`src/rtl/rf_port_ctrl.sv`:
```
// Register-file write-port arbiter: round-robin grant among writeback sources,
// one registered write stage, and read bypass of the in-flight write.
module rf_port_ctrl #(
  parameter int N_REQ = 3,
  parameter int XLEN  = 32
) (
  input  logic                  clk_i,
  input  logic                  rst_ni,
  input  logic [N_REQ-1:0]      req_valid_i,
  output logic [N_REQ-1:0]      req_ready_o,
  input  logic [N_REQ*5-1:0]    req_addr_i,
  input  logic [N_REQ*XLEN-1:0] req_data_i,
  output logic                  rf_we_o,
  output logic [4:0]            rf_waddr_o,
  output logic [XLEN-1:0]       rf_wdata_o,
  input  logic [4:0]            rd_addr1_i,
  input  logic [4:0]            rd_addr2_i,
  input  logic [XLEN-1:0]       rf_rdata1_i,
  input  logic [XLEN-1:0]       rf_rdata2_i,
  output logic [XLEN-1:0]       rd_data1_o,
  output logic [XLEN-1:0]       rd_data2_o,
  output logic                  busy_o
);

  localparam int PW = $clog2(N_REQ);

  logic [PW-1:0]   ptr, ptr_next;
  logic [4:0]      addr [N_REQ];
  logic [XLEN-1:0] data [N_REQ];
  logic [N_REQ-1:0] cand, zack, gnt;
  logic            gnt_any;
  logic [PW-1:0]   gnt_idx;
  logic [4:0]      sel_addr;
  logic [XLEN-1:0] sel_data;

  genvar gi;
  generate
    for (gi = 0; gi < N_REQ; gi++) begin : g_unpack
      assign addr[gi] = req_addr_i[5*gi +: 5];
      assign data[gi] = req_data_i[XLEN*gi +: XLEN];
      assign cand[gi] = req_valid_i[gi] && (addr[gi] != 5'd0);
      assign zack[gi] = req_valid_i[gi] && (addr[gi] == 5'd0);
    end
  endgenerate

  // Scan from ptr, wrapping once; the first nonzero-address requester wins.
  always_comb begin
    int j;
    j        = 0;
    gnt      = '0;
    gnt_any  = 1'b0;
    gnt_idx  = '0;
    sel_addr = '0;
    sel_data = '0;
    for (int off = 0; off < N_REQ; off++) begin
      j = int'(ptr) + off;
      if (j >= N_REQ) j = j - N_REQ;
      if (!gnt_any && cand[j]) begin
        gnt_any  = 1'b1;
        gnt[j]   = 1'b1;
        gnt_idx  = PW'(j);
        sel_addr = addr[j];
        sel_data = data[j];
      end
    end
  end

  always_comb begin
    ptr_next = ptr;
    if (gnt_any) begin
      if (gnt_idx == PW'(N_REQ - 1)) ptr_next = '0;
      else                           ptr_next = PW'(gnt_idx + 1'b1);
    end
  end

  // x0 writes are acknowledged and dropped alongside the real grant.
  assign req_ready_o = rst_ni ? (gnt | zack) : '0;

  always_ff @(posedge clk_i or negedge rst_ni) begin
    if (!rst_ni) begin
      ptr        <= '0;
      rf_we_o    <= 1'b0;
      rf_waddr_o <= '0;
      rf_wdata_o <= '0;
    end else begin
      ptr     <= ptr_next;
      rf_we_o <= gnt_any;
      if (gnt_any) begin
        rf_waddr_o <= sel_addr;
        rf_wdata_o <= sel_data;
      end
    end
  end

  always_comb begin
    rd_data1_o = rf_rdata1_i;
    rd_data2_o = rf_rdata2_i;
    if (rd_addr1_i == 5'd0)
      rd_data1_o = '0;
    else if (rf_we_o && rf_waddr_o == rd_addr1_i)
      rd_data1_o = rf_wdata_o;
    if (rd_addr2_i == 5'd0)
      rd_data2_o = '0;
    else if (rf_we_o && rf_waddr_o == rd_addr2_i)
      rd_data2_o = rf_wdata_o;
  end

  assign busy_o = (|req_valid_i) || rf_we_o;

endmodule

```
`config.mk`:
```
export PLATFORM = sky130hd
export DESIGN_NAME = rf_port_ctrl
export DESIGN_NICKNAME = d
export VERILOG_FILES = /design/src/rtl/rf_port_ctrl.sv
export SDC_FILE = /design/constraint.sdc
export NUM_CORES = 1
export LEC_CHECK = 0
export CAP_MARGIN = 20
export CELL_PAD_IN_SITES_DETAIL_PLACEMENT = 0
export CELL_PAD_IN_SITES_GLOBAL_PLACEMENT = 1
export CORE_ASPECT_RATIO = 1.4
export CORE_MARGIN = 2
export CORE_UTILIZATION = 31
export CTS_CLUSTER_SIZE = 10
export DETAILED_ROUTE_END_ITERATION = 12
export PLACE_DENSITY_LB_ADDON = 0.1
export SLEW_MARGIN = 20
export SYNTH_ARGS = -nofsm -noshare
export SYNTH_HDL_FRONTEND = slang
export SYNTH_SLANG_ARGS = --single-unit
```
`constraint.sdc`:
```
create_clock -name clk_i -period 4.85 [get_ports clk_i]
set_clock_uncertainty 0.2 [all_clocks]
set_input_delay 0.485 -clock clk_i [delete_from_list [all_inputs] [get_ports clk_i]]
set_output_delay 0.485 -clock clk_i [all_outputs]
set_load 0.005 [all_outputs]
```
# Word level (Yosys, flattened, before mapping)

Cells that the tools add are included.

Multiplexer cells: 57
Order comparisons: 12
Add/subtract/negate cells: 6
Reduce and logical (&&, ||, !) cells: 25
Bitwise logic cells: 6
Equal/unequal tests: 3

Operators with widths:

| cell                                                 | number |
|---|---|
| 2-to-1 mux 32 bit                                    | 16 |
| binary-select mux 32 bit (select 2 bit)              | 3 |
| >= comparator 32 x 1 -> 1 bit, second input constant | 3 |
| >= comparator 32 x 3 -> 1 bit, second input constant | 3 |
| < comparator 32 x 4 -> 1 bit, second input constant  | 3 |
| NOT 32 bit                                           | 3 |
| 2-to-1 mux 5 bit                                     | 9 |
| binary-select mux 5 bit (select 2 bit)               | 3 |
| logical NOT 5 bit                                    | 5 |
| nonzero test 5 bit                                   | 3 |
| logical AND 1 bit                                    | 13 |
| 2-to-1 mux 1 bit                                     | 12 |
| 2-to-1 mux 3 bit                                     | 4 |
| == test 5 bit                                        | 2 |
| bitwise OR 3 bit                                     | 3 |
| 2-to-1 mux 2 bit                                     | 4 |
| subtractor 3 x 2 -> 4 bit, second input constant     | 2 |
| binary-select mux 1 bit (select 2 bit)               | 3 |
| demux 1 bit (select 2 bit)                           | 3 |
| >= comparator 3 x 2 -> 1 bit, second input constant  | 2 |
| adder 2 x 1 -> 3 bit, second input constant          | 1 |
| adder 2 x 2 -> 3 bit, second input constant          | 1 |
| OR reduction 3 bit                                   | 1 |
| subtractor 2 x 2 -> 3 bit, second input constant     | 1 |
| 5 further kinds                                      | 6 |

Input bits: 190
Register bits: 40

# Logic depth before layout (Yosys ltp)

Gate-level depths: netlist of run 1.

Depth in word-level cells: 14
Mapped depth: 10

# Worst setup path after synthesis of run 1

OpenSTA, ideal clock, no wires.

Kind: input -> output
From: input req_addr_i[14]
To: output req_ready_o[0]
Data arrival time: 2259 ps
Path slack: 1906 ps
Cell stages on the path: 7
Data required time: 4165 ps
Cells stage by stage: or4_4 o21a_4 o32a_4 o21ai_4 buf_6 nand2_1 a21oi_1

Word-level cells in the longest chain between the ends: 14

RTL lines:

| item                                                | RTL line | RTL |
|---|---|---|
| from (decl)                                         | 11       | `input logic [N_REQ*5-1:0] req_addr_i,` |
| nonzero test 5 bit (*)                              | 41       | `assign cand[gi] = req_valid_i[gi] && (addr[gi] != 5'd0);` |
| logical AND 1 bit (*)                               | 41       |  |
| binary-select mux 1 bit (select 2 bit)              | 58       | `if (!gnt_any && cand[j]) begin` |
| 2-to-1 mux 1 bit (not written as such) (2 in a row) | 58       |  |
| 2-to-1 mux 1 bit                                    | 58       |  |
| logical NOT 1 bit                                   | 58       |  |
| logical AND 1 bit                                   | 58       |  |
| 2-to-1 mux 1 bit                                    | 58       |  |
| logical NOT 1 bit                                   | 58       |  |
| logical AND 1 bit                                   | 58       |  |
| 2-to-1 mux 3 bit (*)                                | 58       |  |
| bitwise OR 3 bit (*)                                | 77       | `assign req_ready_o = rst_ni ? (gnt \| zack) : '0;` |
| 2-to-1 mux 3 bit (*)                                | 77       |  |
| to (decl)                                           | 10       | `output logic [N_REQ-1:0] req_ready_o,` |

Mark *: on every way between the ends. The rest lies on a longest branch, timed or not. The select of a mux whose other input is x is not followed.

# Worst setup path in the final report of run 1

From: input req_addr_i[11]
To: output req_ready_o[2]

Word-level cells in the longest chain between the ends: 14

RTL lines:

| item                                                | RTL line |
|---|---|
| nonzero test 5 bit                                  | 41 |
| logical AND 1 bit                                   | 41 |
| binary-select mux 1 bit (select 2 bit)              | 58 |
| 2-to-1 mux 1 bit (not written as such) (2 in a row) | 58 |
| 2-to-1 mux 1 bit                                    | 58 |
| logical NOT 1 bit                                   | 58 |
| logical AND 1 bit                                   | 58 |
| 2-to-1 mux 1 bit                                    | 58 |
| logical NOT 1 bit                                   | 58 |
| logical AND 1 bit                                   | 58 |
| 2-to-1 mux 3 bit                                    | 58 |
| bitwise OR 3 bit (*)                                | 77 |
| 2-to-1 mux 3 bit (*)                                | 77 |

Marked as above.

==> flow_summary_export.csv, run 1 <==
group,metric,value,unit
clocking,htreeDepth,2,
setup_path,cp-end-kind,"primary output",
setup_path,arrival,3.70,ns
detailed_routing,drc,0,
worst_hold_path,hp-class,"input port to asynchronous set/reset pin",
pwr,seqPwrFrac,0.154,
timing,setup_ws,0.469,ns
clocking,clock_latency,0.29,ns
synthesis,postSynthCellCount,786,
timing,rsz0062_at_grt,"no",
synthesis,netlist_area,0.00588,mm²
setup_path,crit_fanout,18,
detailed_routing,wl,25800,µm
final_layout,nets,1235,
pwr,peakVddDrop,0.405,mV
flow_run,maxCapViolCount,0,
pwr,power_density,553,mW/mm²
clocking,postCtsSetupRepairBufs,0,
setup_path,crit_path_top_delay_cell,"or4_4",
final_layout,drive_gt1_frac,0.0624,
floorplanning,fp.dieW,120,µm
floorplanning,coreArea,0.0186,mm²
synthesis,synth_seq_cells,40,
pwr,p_sw_frac,0.482,
placement,numPortBuffers,295,
timing,slew_viol_final,0,
clocking,clock_sinks,40,
floorplanning,start_util,0.316,
setup_path,cp_data_required_time,4.16,ns
synthesis,syn_nets,980,
clocking,clock_path_buffers,2,
detailed_routing,drtPass1Iterations,5,
final_layout,nFillCells,1897,
pwr,p_leak,3.62,nW
synthesis,async_flop_share,1.00,
final_layout,insertedDiodeCount,0,
global_route,antenna_found_initial,0,
setup_path,crit_buf_inv,2,
clocking,cts_hold_buf,0,
clocking,numCtsBuffers,5,
placement,dpl.cell_count,1278,
pwr,combPwrFrac,0.763,
clocking,clkTransAtPathRegs,0.07,ns
timing,fin_crit_sh,0.903,
setup_path,startpoint_type,"input port",
placement,dpl_worst_slack,0.501,ns
timing,tightest_slew,0.866,ns
final_layout,regArea,0.00100,mm²
synthesis,yosysWarnings,0,
detailed_routing,vias_per_cell,5.47,
detailed_routing,vias,7035,
final_layout,synthToLayoutAreaGrowth,56.5,%
final_layout,final_cells,1286,
global_route,grt_usage,0.247,
synthesis,ys_types,55,
detailed_routing,ant_nets,0,
floorplanning,dieArea,0.0201,mm²
global_route,grt_max_degree,55,
floorplanning,die_h,167,µm
placement,place.gp.congestion,0.922,
clocking,cts_tree,"done",
pwr,clockPowerShare,0.082,
setup_path,critPathTopFamily,"compound AO/OA/AOI/OAI gates",
detailed_routing,wl_per_cell,20.1,µm
timing,setup_violations,0,
floorplanning,ios,296,
clocking,cts.root.buffer_cell,"clkbuf_16",
synthesis,synth_edf_count,0,
setup_path,cp.depth,8,
synthesis,syn_area_per_cell,7.48,µm²
timing,tns,0,ns
pwr,power_switching,2.45,mW
synthesis,synth_ff_type,"dfrtp_1",
clocking,cts_resized,0,
setup_path,crit_top_cell,"clkdlybuf4s50_1",
floorplanning,fp-row-count,59,
outcome,outcome,"completed",
timing,report.final.hold_viol_count,0,
timing,slew_headroom,0.422,
detailed_routing,drt_iter0_markers,347,
setup_path,worst-r2r-cell-count,8,
global_route,grt_remaining_overflow,0,
global_route,grt_pass1_vias,6890,
global_route,grt_pass1_wl,39400,µm
setup_path,critPathKind,"input port to primary output",
placement,hpwl,18900,µm
setup_path,max_stage_delay,0.58,ns
pwr,internal-power,2.63,mW
timing,min_period,4.38,ns
final_layout,multi_input_area,0.00452,mm²
setup_path,worstPathCellList,"clkdlybuf4s50_1 -> or4_4 -> o21a_4 -> o32a_4 -> o21ai_4 -> a221oi_1 -> nor2_1 -> clkdlybuf4s50_1",
timing,fmax,0.228,GHz
synthesis,ys_seq_area_frac,0.170,
-- cell usage after synthesis (6+ instances only) --
cell type,count,share of area
a2111oi_2,6,0.015
clkbuf_1,38,0.024
xor2_1,8,0.012
mux2i_1,148,0.25
o22ai_1,7,0.0074
nand2_1,70,0.045
dfrtp_1,40,0.17
a221oi_2,6,0.015
a22o_1,24,0.036
a211o_1,25,0.037
a21oi_1,66,0.056
o21ai_0,36,0.031
buf_2,11,0.0094
buf_1,12,0.0077
o211ai_1,34,0.043
nor2_1,147,0.094
inv_1,20,0.013
nor2b_1,15,0.016
-- sequential cells by signal, summed over array words and instances (netlist names) --
signal,flops
rf_wdata_o,32
rf_waddr_o,5
rf_we_o,1
ptr,2
-- layout make-up --
| cell class | count | share of cell area |
|---|---|---|
| multi-input cells | 656 | 0.491 |
| repair buffers | 317 | 0.338 |
| flip-flops and latches | 40 | 0.109 |
| well taps | 244 | 0.0332 |
| clock buffers | 7 | 0.0166 |
| inverters | 21 | 0.00856 |
| clock inverters | 1 | 0.00326 |
-- final timing paths --
path	startpoint	end	slack [ns]
min reg2reg	rf_wdata_o[8]$_DFFE_PN0P_	rf_wdata_o[8]$_DFFE_PN0P_	0.37
max in group asynchronous	rst_ni	rf_wdata_o[2]$_DFFE_PN0P_	3.85
min in group clk_i	rf_wdata_o[8]$_DFFE_PN0P_	rf_wdata_o[8]$_DFFE_PN0P_	0.37
max reg2reg	ptr[1]$_DFFE_PN0P_	rf_wdata_o[21]$_DFFE_PN0P_	1.30
max	req_addr_i[11]	req_ready_o[2]	0.47
min	rst_ni	rf_wdata_o[27]$_DFFE_PN0P_	0.20
-- cell usage in the layout, fill, tap and decap left out, types with 3 or more instances in the layout --
cell               n
clkbuf_16          5
a2bb2oi_1          4
nand2_1           70
buf_4             22
a221oi_1           5
a211o_1           25
inv_1             20
nor2_2             3
a2111oi_2          6
a22o_1            24
a222oi_1           4
mux2i_1          148
o21ai_0           36
o22ai_1            7
o32ai_1            4
nor3_1             4
nor4_1             3
a21oi_1           66
or4_1              4
dfrtp_1           40
nor2_1           142
a221oi_2           6
xor2_1             8
o211ai_1          34
nor2b_1           15
nor2_4             3
clkdlybuf4s50_1  294
-- per-stage QoR --
step	total power [mW]	util	cell area, µm²	hold WS (ns)
3_3_place_gp	4.68	0.485	9020	0.354
6_report	5.09	0.495	9200	0.196
3_5_place_dp	4.68	0.485	9020	0.358
4_1_cts	5.11	0.495	9200	0.224
5_1_grt	5.49	0.495	9200	0.252
2_1_floorplan	3.30	-	5880	-0.0106
-- per-layer routing --
layer	global-route usage	wire length, µm
met1	0.308	10900
met3	0.0442	1490
met5	0	0
met4	0.0875	794
met2	0.423	12700
-- power groups by stage --
stage                     clock network, mW  registers (mW)  logic, mW
after floorplan                           0           0.682       2.62
after global placement                    0           0.794       3.88
after detailed placement                  0           0.798       3.88
after CTS                             0.424           0.792       3.90
after global routing                  0.438           0.812       4.24
final                                 0.420           0.785       3.88
-- logic make-up (layout without fill, tap and decap cells) --
| family | after synthesis | count (layout) | synth area share |
|---|---|---|---|
| and+or+nand+nor | 253 | 253 | 0.179 |
| AOI/OAI and AO/OA | 240 | 240 | 0.305 |
| muxes | 148 | 148 | 0.252 |
| buffers and inverters | 90 | 346 | 0.0681 |
| DFF | 40 | 40 | 0.170 |
| xor gates and xnor gates | 10 | 10 | 0.0149 |
| adders and majority gates | 5 | 5 | 0.0102 |
No activity file was read; power rests on OpenSTA's default activity.
==> run 2: changes to the inputs <==
SKIP_LAST_GASP = 1   (was unset)
==> results of run 2 <==
No change in the layout: final DEF, timing and power equal those of run 1.
==> run 3: changes to the inputs <==
clock period = 5.3 ns   (was 4.85 ns; I/O delays follow)
==> run 3 against run 2 <==
Against the previous run: sequential power fell by 8.7%; worst hold slack got worse by 0.041 ns; via count fell by 0.43%; final cell count fell by 0.31%; setup slack improved by 0.52 ns; critical path depth rose by 1; first-iteration DRC count rose by 21%.
==> flow_summary_export.csv, run 3 (synthesized netlist as in run 1, its figures left out) <==
group,metric,value,unit
outcome,outcome,"completed",
clocking,cts.root.buffer_cell,"clkbuf_16",
global_route,antenna_found_initial,1,
setup_path,startpoint_type,"register",
pwr,p_leak,3.58,nW
setup_path,cp-end-kind,"primary output",
floorplanning,coreArea,0.0186,mm²
setup_path,critPathTopFamily,"buffers and inverters",
global_route,grt_pass1_wl,39700,µm
detailed_routing,drtPass1Iterations,5,
detailed_routing,drt_iter0_markers,419,
setup_path,worstPathCellList,"inv_1 -> ha_4 -> inv_1 -> a2111oi_0 -> mux2i_1 -> o32ai_4 -> a222oi_1 -> a21oi_1 -> clkdlybuf4s50_1",
final_layout,largest_registers,"rf_wdata_o (32), rf_waddr_o (5), ptr (2)",
global_route,grt_max_degree,85,
final_layout,largest_register,"rf_wdata_o",
clocking,postCtsSetupRepairBufs,0,
setup_path,critPathKind,"register to primary output",
worst_hold_path,hp-class,"input port to asynchronous set/reset pin",
floorplanning,die_h,167,µm
clocking,clock_latency,0.28,ns
placement,hpwl,18400,µm
detailed_routing,wl,25900,µm
setup_path,crit_buf_inv,3,
detailed_routing,vias_per_cell,5.46,
timing,fin_crit_sh,0.813,
global_route,grt_pass1_vias,6740,
detailed_routing,drc,0,
detailed_routing,wl_per_cell,20.2,µm
final_layout,nFillCells,1835,
timing,setup_violations,0,
clocking,cts_tree,"done",
flow_run,maxCapViolCount,0,
timing,slew_headroom,0.389,
final_layout,layout_commonest_cell,"clkdlybuf4s50_1",
timing,min_period,4.31,ns
timing,rsz0062_at_grt,"no",
final_layout,multi_input_area,0.00452,mm²
timing,report.final.hold_viol_count,0,
clocking,clock_sinks,40,
clocking,numCtsBuffers,5,
final_layout,synthToLayoutAreaGrowth,55.4,%
clocking,clock_path_buffers,2,
floorplanning,start_util,0.316,
final_layout,drive_gt1_frac,0.0579,
setup_path,cp_data_required_time,4.57,ns
clocking,clkTransAtPathRegs,0.06,ns
setup_path,crit_path_top_delay_cell,"ha_4",
clocking,cts_hold_buf,0,
pwr,power_density,500,mW/mm²
detailed_routing,vias,7005,
final_layout,largest_reg_flops,32,
floorplanning,fp.dieW,120,µm
floorplanning,ios,296,
floorplanning,fp-row-count,59,
global_route,grt_usage,0.248,
timing,fmax,0.232,GHz
placement,place.gp.congestion,0.896,
final_layout,fin_util,0.491,
setup_path,max_stage_delay,0.69,ns
clocking,htreeDepth,2,
setup_path,crit_top_cell,"inv_1",
global_route,grt_remaining_overflow,0,
final_layout,final_cell_mix,"clkdlybuf4s50_1 (294), mux2i_1 (148), nor2_1 (142), nand2_1 (70), a21oi_1 (66)",
clocking,cts_resized,0,
pwr,peakVddDrop,0.882,mV
detailed_routing,ant_nets,0,
timing,tightest_slew,0.915,ns
timing,tns,0,ns
final_layout,regArea,0.00100,mm²
timing,slew_viol_final,0,
setup_path,arrival,3.58,ns
placement,numPortBuffers,295,
floorplanning,dieArea,0.0201,mm²
final_layout,nets,1230,
setup_path,crit_fanout,63,
==> run 3: report_power, final <==
| group | internal, mW | leakage, nW | switching [mW] |
|---|---|---|---|
| registers | 0.474 | 0.490 | 0.244 |
| clock network | 0.186 | 0.0766 | 0.138 |
| logic | 1.67 | 3.02 | 1.86 |
| total | 2.33 | 3.58 | 2.24 |
==> run 3: final timing paths <==
check / startpoint / end / slack [ns] / depth (start not counted)
max: ptr[0]$_DFFE_PN0P_ / req_ready_o[0] / 0.99 / 9
min in group clk_i: rf_wdata_o[6]$_DFFE_PN0P_ / rf_wdata_o[6]$_DFFE_PN0P_ / 0.37 / 1
max reg2reg: ptr[0]$_DFFE_PN0P_ / rf_wdata_o[23]$_DFFE_PN0P_ / 1.43 / 9
min reg2reg: rf_wdata_o[6]$_DFFE_PN0P_ / rf_wdata_o[6]$_DFFE_PN0P_ / 0.37 / 1
min: rst_ni / rf_wdata_o[17]$_DFFE_PN0P_ / 0.16 / 2
max in group asynchronous: rst_ni / rf_we_o$_DFF_PN0_ / 4.30 / 2
==> run 3: metal layers <==
metal	part of all wire	global-route usage	up-vias
met5	0	0	-
met4	0.030	0.0834	0
met3	0.066	0.0404	37
met2	0.50	0.429	275
met1	0.41	0.311	3314
li1	-	-	3379
==> run 3: through the flow <==
stage	hold WS (ns)	setup slack, ns	cell area [µm²]	instances	power [mW]
after global placement	0.354	1.32	8980	1273	4.24
after detailed placement	0.355	1.32	8980	1273	4.25
final	0.155	0.993	9140	1282	4.57
after floorplan	0.0344	2.27	5880	786	3.02
after CTS	0.179	0.988	9130	1281	4.59
after global routing	0.200	0.720	9140	1282	4.95
==> run 3: layout make-up <==
class | instances | share of cell area
multi-input cells | 656 | 0.495
repair buffers | 312 | 0.337
flip-flops and latches | 40 | 0.110
well taps | 244 | 0.0334
clock buffers | 6 | 0.0152
inverters | 21 | 0.00863
clock inverters | 2 | 0.00110
diodes | 1 | 0.000274
